$ cat config.mk
export PLATFORM = sky130hd
export DESIGN_NAME = fetch
export DESIGN_NICKNAME = d
export VERILOG_FILES = /design/src/rtl/fetch_pkg.sv /design/src/rtl/fetch_skid.sv /design/src/rtl/fetch.sv
export SDC_FILE = /design/constraint.sdc
export NUM_CORES = 1
export LEC_CHECK = 0
export ABC_AREA = 0
export ABC_CLOCK_PERIOD_IN_PS = 4000
export BUFFER_PORTS_ARGS = -buffer_cell sky130_fd_sc_hd__buf_2
export CELL_PAD_IN_SITES_DETAIL_PLACEMENT = 0
export CELL_PAD_IN_SITES_GLOBAL_PLACEMENT = 1
export CORE_MARGIN = 10
export CORE_UTILIZATION = 43
export DETAILED_ROUTE_END_ITERATION = 10
export PLACE_DENSITY_LB_ADDON = 0.1
export SLEW_MARGIN = 20
export SYNTH_ARGS = -nofsm -noshare
export SYNTH_HDL_FRONTEND = slang
export SYNTH_SLANG_ARGS = --single-unit
export TNS_END_PERCENT = 20
$ cat constraint.sdc
create_clock -name clk -period 4 [get_ports clk]
set_clock_uncertainty 0.15 [all_clocks]
set_input_delay 0.2 -clock clk [delete_from_list [all_inputs] [get_ports clk]]
set_output_delay 0.2 -clock clk [all_outputs]
set_load 0.01 [all_outputs]
$ cat src/rtl/fetch_pkg.sv
// Shared CPU definitions: fetch FSM encoding, reset PC, bubble word, fetch entry.
// Latency: n/a (types and constants only).
// Backpressure: n/a.
package fetch_pkg;

    typedef enum logic [1:0] {
        ST_IDLE = 2'd0,
        ST_WAIT = 2'd1,
        ST_DROP = 2'd2
    } fetch_state_t;

    localparam logic [31:0] RESET_PC_DEF = 32'h0000_0000;
    localparam logic [31:0] NOP_WORD_DEF = 32'h0000_0000;

    typedef struct packed {
        logic [31:0] word;
        logic [31:0] pc4;
    } fetch_ent_t;

    // J/JAL target: region bits come from the jump's own PC+4.
    function automatic logic [31:0] jump_target(input logic [31:0] pc4,
                                                input logic [25:0] idx);
        return {pc4[31:28], idx, 2'b00};
    endfunction

endpackage

$ cat src/rtl/fetch_skid.sv
// One-entry skid register holding an instruction word and its PC+4.
// Latency: word visible the cycle after load.
// Backpressure: full blocks new fetch requests upstream; clear beats load.
module fetch_skid
    import fetch_pkg::*;
(
    input  logic       clk,
    input  logic       reset_n,
    input  logic       clear,
    input  logic       load,
    input  logic       drain,
    input  fetch_ent_t load_ent,
    output logic       full,
    output fetch_ent_t ent
);

    always_ff @(posedge clk) begin
        if (!reset_n) begin
            full <= 1'b0;
            ent  <= '0;
        end else if (clear) begin
            full <= 1'b0;
        end else if (load) begin
            full <= 1'b1;
            ent  <= load_ent;
        end else if (drain) begin
            full <= 1'b0;
        end
    end

endmodule

$ cat src/rtl/fetch.sv
// Instruction fetch: single-outstanding imem requests, redirect handling, skid buffer.
// Latency: word reaches FetchData_IF on the edge after ImemValid (or first unstalled edge).
// Backpressure: AnyStall holds outputs; a full skid entry stops new requests.
module fetch
    import fetch_pkg::*;
#(
    parameter logic [31:0] RESET_PC = RESET_PC_DEF,
    parameter logic [31:0] NOP_WORD = NOP_WORD_DEF
) (
    input  logic        clk,
    input  logic        reset_n,
    input  logic        flush,
    input  logic        AnyStall,
    input  logic        Jump_ID,
    input  logic [25:0] JumpTgt_ID,
    input  logic        BranchTaken_EX,
    input  logic [31:0] BranchTgt_EX,
    output logic        ImemReq,
    output logic [31:0] ImemAddr,
    input  logic        ImemValid,
    input  logic [31:0] ImemData,
    output logic [31:0] FetchData_IF,
    output logic [31:0] PcPlus4_IF
);

    fetch_state_t state, state_nxt;
    logic [31:0]  pc;
    logic [31:0]  req_addr;
    logic         redirect;
    logic [31:0]  redirect_tgt;
    logic         req;
    logic         accept;
    logic         skid_load;
    logic         skid_drain;
    logic         skid_clear;
    logic         skid_full;
    fetch_ent_t   skid_ent;

    always_comb begin
        redirect     = BranchTaken_EX || (Jump_ID && !AnyStall);
        redirect_tgt = BranchTaken_EX ? BranchTgt_EX : jump_target(PcPlus4_IF, JumpTgt_ID);
    end

    always_ff @(posedge clk) begin
        if (!reset_n) begin
            state <= ST_IDLE;
        end else begin
            state <= state_nxt;
        end
    end

    // A request issued in the same cycle as a redirect fetches a stale PC, so it is dropped.
    always_comb begin
        state_nxt = state;
        case (state)
            ST_IDLE: if (req) state_nxt = redirect ? ST_DROP : ST_WAIT;
            ST_WAIT: begin
                if (ImemValid)     state_nxt = ST_IDLE;
                else if (redirect) state_nxt = ST_DROP;
            end
            ST_DROP: if (ImemValid) state_nxt = ST_IDLE;
            default: state_nxt = ST_IDLE;
        endcase
    end

    always_comb begin
        req        = reset_n && (state == ST_IDLE) && !skid_full;
        accept     = (state == ST_WAIT) && ImemValid && !redirect && !flush;
        skid_load  = accept && AnyStall;
        skid_drain = skid_full && !AnyStall;
        skid_clear = flush || redirect;
        ImemReq    = req;
        ImemAddr   = {pc[31:2], 2'b00};
    end

    always_ff @(posedge clk) begin
        if (!reset_n) begin
            pc       <= {RESET_PC[31:2], 2'b00};
            req_addr <= {RESET_PC[31:2], 2'b00};
        end else begin
            if (redirect) begin
                pc <= {redirect_tgt[31:2], 2'b00};
            end else if (req) begin
                pc <= pc + 32'd4;
            end
            if (req) begin
                req_addr <= pc;
            end
        end
    end

    always_ff @(posedge clk) begin
        if (!reset_n) begin
            FetchData_IF <= NOP_WORD;
            PcPlus4_IF   <= 32'h0;
        end else if (flush) begin
            FetchData_IF <= NOP_WORD;
        end else if (!AnyStall) begin
            if (redirect) begin
                FetchData_IF <= NOP_WORD;
            end else if (skid_full) begin
                FetchData_IF <= skid_ent.word;
                PcPlus4_IF   <= skid_ent.pc4;
            end else if (accept) begin
                FetchData_IF <= ImemData;
                PcPlus4_IF   <= req_addr + 32'd4;
            end else begin
                FetchData_IF <= NOP_WORD;
            end
        end
    end

    fetch_skid u_skid (
        .clk      (clk),
        .reset_n  (reset_n),
        .clear    (skid_clear),
        .load     (skid_load),
        .drain    (skid_drain),
        .load_ent ('{word: ImemData, pc4: req_addr + 32'd4}),
        .full     (skid_full),
        .ent      (skid_ent)
    );

endmodule

==> results.md, run 1 <==
* Global-route usage over all layers at 20.1%
* Cell type with the largest total area after synthesis: dfxtp_1
* Area of the die at around 26000 um2
* Count of max-cap constraint violations at 0
* Distinct cell type count after synthesis at 59
* Leakage at about 4.1 nW
* Biggest fanout along the worst timing path at 19
* Synthesized area per cell at about 8 um2
* Final Net Count at ~1400
* CTS buffer count at 17
* Core region area at 19600 um2
* Worst Path Arrival at approximately 3.2 ns
* First-pass iteration count of the detailed router at 5
* CP endpoint kind: flip-flop
* Number of warnings printed during yosys synthesis at 0
* Total count of hold-check failures in the final report at 0
* Type of the worst min-delay path: in2reg
* Area Overhead vs Synth at 25.7%
* Cells after synthesis at about 1100
* Setup TNS at 0 ns
* Maximum clock frequency at roughly 340 MHz
* Final routed wirelength across all metal layers at ~27 mm
* Detailed-route DRC error count at 0
* Hold Path Depth at 4
* Transition time of the tightest slew-check pin at about 0.71 ns
* Setup crit start kind: flip-flop
* Register-to-register setup slack at about 1.0 ns
* Buffers from clock root to sink, at most at 2
* Port Buffer Count at 187
* First-pass GRT wire length at 43.3 mm
* Layout cell share with drive strength beyond 1 at roughly 20%
* Final min period at roughly 3 ns
* Total instance count after detailed placement at ~1500
* Post-synthesis register bit count at ~190
* Count of H-tree levels built during CTS at 4
* Final Cycle Share at ~74%
* Outcome: complete, no violations
* Most repeated cell in the gate-level netlist after synthesis: nand2_1
* Type of the worst setup path: reg2reg
* Data required time at the worst endpoint at around 4.2 ns
* Drt wl/cell at about 17 um
* Sequential fraction of the synthesis area at between 40% and 50%
* ANT nets after route at 0
* Die boundary width at between 150 and 200 um
* Reg-to-reg endpoint: pc[10]
* Yosys top cell area share at 43.4%
* Via count at 8384
* Final estimated routing congestion in global placement at approximately 0.83
* Diodes inserted at 0
* Finished layout cell area at 10800 um2
* Die Y at between 150 and 200 um
* Fill cell count at between 1500 and 2000
* Vias in the first global route at approximately 8000
* Number of design-rule violations left by the first detailed-router iteration at just under 700
* Worst Hold Endpoint: pc[19]
* Rows at ~50
* Final setup violation count at 0
* Cell area after placement at 9680 um2
* Unrepaired setup endpoints after global routing: no
* Number of slew-limit violations in the final report at 0
* Post-DP HPWL at between 15 and 20 mm
* Worst reg-to-reg path cell count at 8
* Worst r2r src: u_skid.full
* Number of enable-type register cells in the synthesized netlist at 0
* Top flip-flop cell by instance count after synthesis: dfxtp_1
* Avg Vias per Cell at around 5.4
* Number of sinks on the clock net at ~190
* Launch instance of the worst min-delay path: BranchTgt_EX[19]
* Number of antenna violations at the first check in global routing at 1
* Number of top-level pins at 194
* Highest ir drop seen on vdd at between 0.0002 and 0.0003 V
* Clock root buffer: clkbuf_16
* Clock insertion delay at the later pin of the skew report at roughly 0.43 ns
* Final cell count without fillers at between 1500 and 2000
* Clock slew at reported path FFs at ~0.080 ns
* Mapped cell area at ~8600 um2
* TritonCTS clock tree: built
* Worst slew margin relative to its limit at a little over half
* GRT overflow at 0
* Leading cell types by total area after synthesis: dfxtp_1 (43%), nand2_1 (9.1%), o21ai_0 (6.2%)
* Maximum number of pins on one net before global-route repair at between 80 and 90
* Initial core utilization at approximately 44%
* Top cells by instance count after synthesis: nand2_1 (209), dfxtp_1 (187), o21ai_0 (106), a21oi_1 (95), clkbuf_1 (60)
* Asr flop ratio synth at 0%
* Pwr Density at 379 nW/um2
==> worst max-delay path: stages, from the launching register on <==
cell           delay [ns]
dfxtp_2              0.42
or4b_4               0.70
clkinv_2             0.31
nor3_1               0.12
buf_4                0.20
a211oi_1             0.22
a21oi_1              0.07
nor3_1               0.13
dlygate4sd3_1        0.57
==> routing by layer <==
metal	vias to the layer above	track usage, %	part of all wire [%]
li1	4261	-	-
met1	3857	27.0	47
met2	237	31.7	45
met3	27	5.19	6.8
met4	2	4.63	1.1
met5	-	0	0.048
==> sequential cells by signal, indices dropped and copies added (netlist names) <==
signal        flops
u_skid.ent       62
FetchData_IF     32
PcPlus4_IF       30
pc               30
req_addr         30
state             2
u_skid.full       1
==> area by class of cell <==
cell class | count | area, um2 | area share (%)
clock inverter | 15 | 165 | 1.52
sequential | 187 | 3740 | 34.5
multi-input combinational | 798 | 4460 | 41.2
inverter | 9 | 35.0 | 0.323
tap | 265 | 332 | 3.06
clock buffer | 17 | 425 | 3.92
timing repair buffer | 265 | 1680 | 15.5
==> worst max-delay path by stage <==
stage / slack [ns] / start / endpoint
after floorplan: 1.81 / u_skid.full / pc[22]
after global placement: 1.42 / pc[2] / pc[30]
after detailed placement: 1.36 / pc[2] / pc[30]
after CTS: 1.06 / u_skid.full / pc[8]
after global routing: 0.84 / u_skid.full / pc[15]
final: 1.04 / u_skid.full / pc[10]
==> cells by family (layout without fill, tap and decap cells) <==
logic type / count (synthesis) / count (layout) / synth area share, %
compound gates: 304 / 304 / 21.2
xor+xnor: 28 / 28 / 2.84
fa+ha+maj: 2 / 2 / 0.290
buf+inv: 95 / 306 / 5.08
flops: 187 / 187 / 43.4
mux: 37 / 37 / 4.29
other cells: 1 / 4 / 0.0435
simple gates: 423 / 423 / 22.8
==> power by group <==
group	total (mW)	switching [mW]	internal (mW)
Clock	1.69	0.845	0.844
Sequential	2.01	0.0910	1.91
Combinational	0.414	0.230	0.184
==> through the flow <==
| step | util (%) | power [mW] | hold WS, ns | setup slack [ns] |
|---|---|---|---|---|
| after floorplan | - | 2.25 | 0.186 | 1.81 |
| after global placement | 49.4 | 2.41 | 0.279 | 1.42 |
| after detailed placement | 49.4 | 2.41 | 0.287 | 1.36 |
| after CTS | 55.3 | 4.14 | 0.00393 | 1.06 |
| after global routing | 55.3 | 4.27 | 0.0473 | 0.845 |
| final | 55.3 | 4.11 | 0.0161 | 1.04 |
==> layout by cell type (no fill, tap or decap), drive strengths merged, types with 4 or more instances in the layout <==
cell type and count:
a211o 6, a211oi 29, a21oi 96, a31o 6
a31oi 5, and2 4, and3 13, and4 10
buf 208, clkbuf 17, clkinv 8, conb 4
dfxtp 187, dlygate4sd3 57, inv 16, mux2i 37
nand2 209, nand3 46, nand4 21, nor2 49
nor3 41, nor4 10, o211ai 13, o21a 5
o21ai 108, o221ai 12, o31ai 5, or3 9
xnor2 17, xor2 11
==> what timing repair did <==
item,CTS,global route
gates resized for setup,0,0
hold buffers,57,0
hold endpoints to repair,83,0
setup buffers,0,0
No activity file was read; power rests on OpenSTA's default activity.
==> run 2, diff against run 1 <==
Settings changed: ABC_CLOCK_PERIOD_IN_PS 4000 to 3100, CORE_UTILIZATION 43 to 40.
Clock period 4 ns to 3.1 ns, I/O delays scaled along.
==> results.md, run 2 (synthesis gave the netlist of run 1 again) <==
* Number of antenna violations at the first check in global routing at 1 (unchanged)
* Stage delay of the slowest cell on the critical path at 0.70 ns (about the same)
* Final min period at 2.92 ns (was 2.96 ns)
* Type of the worst min-delay path: in2reg (unchanged)
* Port Buffer Count at 187 (unchanged)
* Cell type of the slowest stage on the worst timing path: or4b_4 (unchanged)
* Area Overhead vs Synth at 27.5% (was 25.7%)
* Transition time of the tightest slew-check pin at 0.745 ns (was 0.711 ns)
* Rows at 53 (was 51)
* Flip-flop count of the largest register after layout at 62 (unchanged)
* Number of design-rule violations left by the first detailed-router iteration at 571 (was 694)
* Count of max-cap constraint violations at 0 (unchanged)
* Die Y at 167 um (was 162 um)
* Utilization after layout at 52.1% (was 55.3%)
* Buffers inserted by post-CTS timing repair at 0 (unchanged)
* Detailed-route DRC error count at 0 (unchanged)
* Global-route met1 utilization at 26.7% (was 27.0%)
* ANT nets after route at 0 (unchanged)
* Worst setup slack after layout at 0.185 ns (was 1.04 ns)
* GRT overflow at 0 (unchanged)
* Total instance count after detailed placement at 1481 (was 1467)
* Met3 Resource Use GR at 5.53% (was 5.19%)
* Area of the die at 27800 um2 (was 26100 um2)
* Setup TNS at 0 ns (unchanged)
* Largest registers: u_skid.ent (62), FetchData_IF (32) (unchanged)
* Highest ir drop seen on vdd at 0.000357 V (was 0.000267 V)
* Final estimated routing congestion in global placement at 0.860 (was 0.829)
* Data required time at the worst endpoint at 3.33 ns (was 4.23 ns)
* Pwr Density at 489 nW/um2 (was 379 nW/um2)
* First-pass GRT wire length at 43.9 mm (was 43.3 mm)
* Leakage at 4.19 nW (was 4.13 nW)
* Total count of hold-check failures in the final report at 0 (unchanged)
* Overall power at 5.38 mW (was 4.11 mW)
* Final hold slack at 0.00926 ns (was 0.0161 ns)
* CP Cell Sequence: or4b_4 > inv_4 > nor3_1 > buf_4 > a21oi_1 > nor2_1 > nor4_1 > dlygate4sd3_1 (was or4b_4 > clkinv_2 > nor3_1 > buf_4 > a211oi_1 > a21oi_1 > nor3_1 > dlygate4sd3_1)
* Clock slew at reported path FFs at 0.08 ns (about the same)
* Finished layout cell area at 11000 um2 (was 10800 um2)
* Grt peak-use layer: met2 (unchanged)
* Clock root buffer: clkbuf_16 (unchanged)
* CP endpoint kind: flip-flop (unchanged)
* Drt wl/cell at 17.4 um (about the same)
* CTS buffer count at 17 (unchanged)
* Number of slew-limit violations in the final report at 0 (unchanged)
* Final Cycle Share at 94.0% (was 73.9%)
* Worst Path Arrival at 3.15 ns (was 3.18 ns)
* Cell area after placement at 9720 um2 (was 9680 um2)
* Count of H-tree levels built during CTS at 4 (unchanged)
* Buffers from clock root to sink, at most at 2 (unchanged)
* Setup crit start kind: flip-flop (unchanged)
* Via count at 8402 (was 8384)
* Outcome: complete, no violations (unchanged)
* Number of top-level pins at 194 (unchanged)
* Post-DP HPWL at 19.0 mm (was 18.5 mm)
* GR Layer Usage met2 at 27.8% (was 31.7%)
* Worst slew margin relative to its limit at 50.3% (was 52.2%)
* Register name with the most flops: u_skid.ent (unchanged)
* Clock insertion delay at the later pin of the skew report at 0.43 ns (about the same)
* Setup slack after placement at 0.530 ns (was 1.36 ns)
* Global-route usage over all layers at 18.9% (was 20.1%)
* Final routed wirelength across all metal layers at 27.5 mm (was 27.0 mm)
* Layout cell share with drive strength beyond 1 at 20.1% (about the same)
* Unrepaired setup endpoints after global routing: no (unchanged)
* Die boundary width at 167 um (was 162 um)
* TritonCTS clock tree: built (unchanged)
* Avg Vias per Cell at 5.32 (was 5.39)
* Commonest non-fill, non-tap cells in the layout: nand2_1 (209), buf_2 (187), dfxtp_1 (186) (unchanged)
* Maximum number of pins on one net before global-route repair at 62 (was 89)
* Final Net Count at 1390 (was 1377)
* Most common library cell in the layout ignoring fill and taps: nand2_1 (unchanged)
* Number of sinks on the clock net at 187 (unchanged)
* Initial core utilization at 40.9% (was 44.0%)
* Vias in the first global route at 7930 (was 7969)
* Maximum clock frequency at 343 MHz (was 338 MHz)
* Type of the worst setup path: reg2reg (unchanged)
* Core region area at 21100 um2 (was 19600 um2)
* Final cell count without fillers at 1580 (was 1556)
* Biggest fanout along the worst timing path at 19 (unchanged)
* Count of buffering cells on the critical path with inverters included at 3 (unchanged)
* Final setup violation count at 0 (unchanged)
* First-pass iteration count of the detailed router at 5 (unchanged)
* Cell type group with the largest total delay on the critical path: simple AND/OR/NAND/NOR gates (was buffers and inverters)
run 2: final timing paths:
kind	cells past startpoint	slack, ns	to	start
max	8	0.18	pc[8]	u_skid.full
min	3	0.009	pc[9]	BranchTgt_EX[9]
max reg2reg	8	0.18	pc[8]	u_skid.full
min reg2reg	2	0.30	FetchData_IF[15]	FetchData_IF[15]
run 2: where the power goes:
part / switching, mW / internal (mW) / leakage [nW]
clock network: 1.07 / 1.16 / 0.296
registers: 0.112 / 2.47 / 1.52
logic: 0.308 / 0.249 / 2.38
run 2: layer usage:
layer | up-vias | share of wire (%) | wire [um]
met5 | - | 0 | 0
met3 | 19 | 7.1 | 1960
met4 | 0 | 0.85 | 234
met1 | 3829 | 49 | 13400
met2 | 253 | 43 | 11900
li1 | 4301 | - | -
run 2: tightest hold or removal path: stages:
cell,delay [ns]
buf_2,0.10
o211ai_1,0.23
a211oi_1,0.06
run 2: area by class of cell:
cell class,count,area [um2]
fill,2073,10100
inverter,9,36.3
clock inverter,14,176
antenna,1,2.50
clock buffer,18,429
multi-input combinational,798,4460
tap,275,344
timing repair buffer,278,1800
sequential,187,3740
run 2: timing repair:
| item | CTS | global route |
|---|---|---|
| hold buffers | 66 | 0 |
| endpoints found under the hold margin | 90 | 0 |
| endpoints found under the setup margin | 0 | 3 |
| gates resized for setup | 0 | 1 |
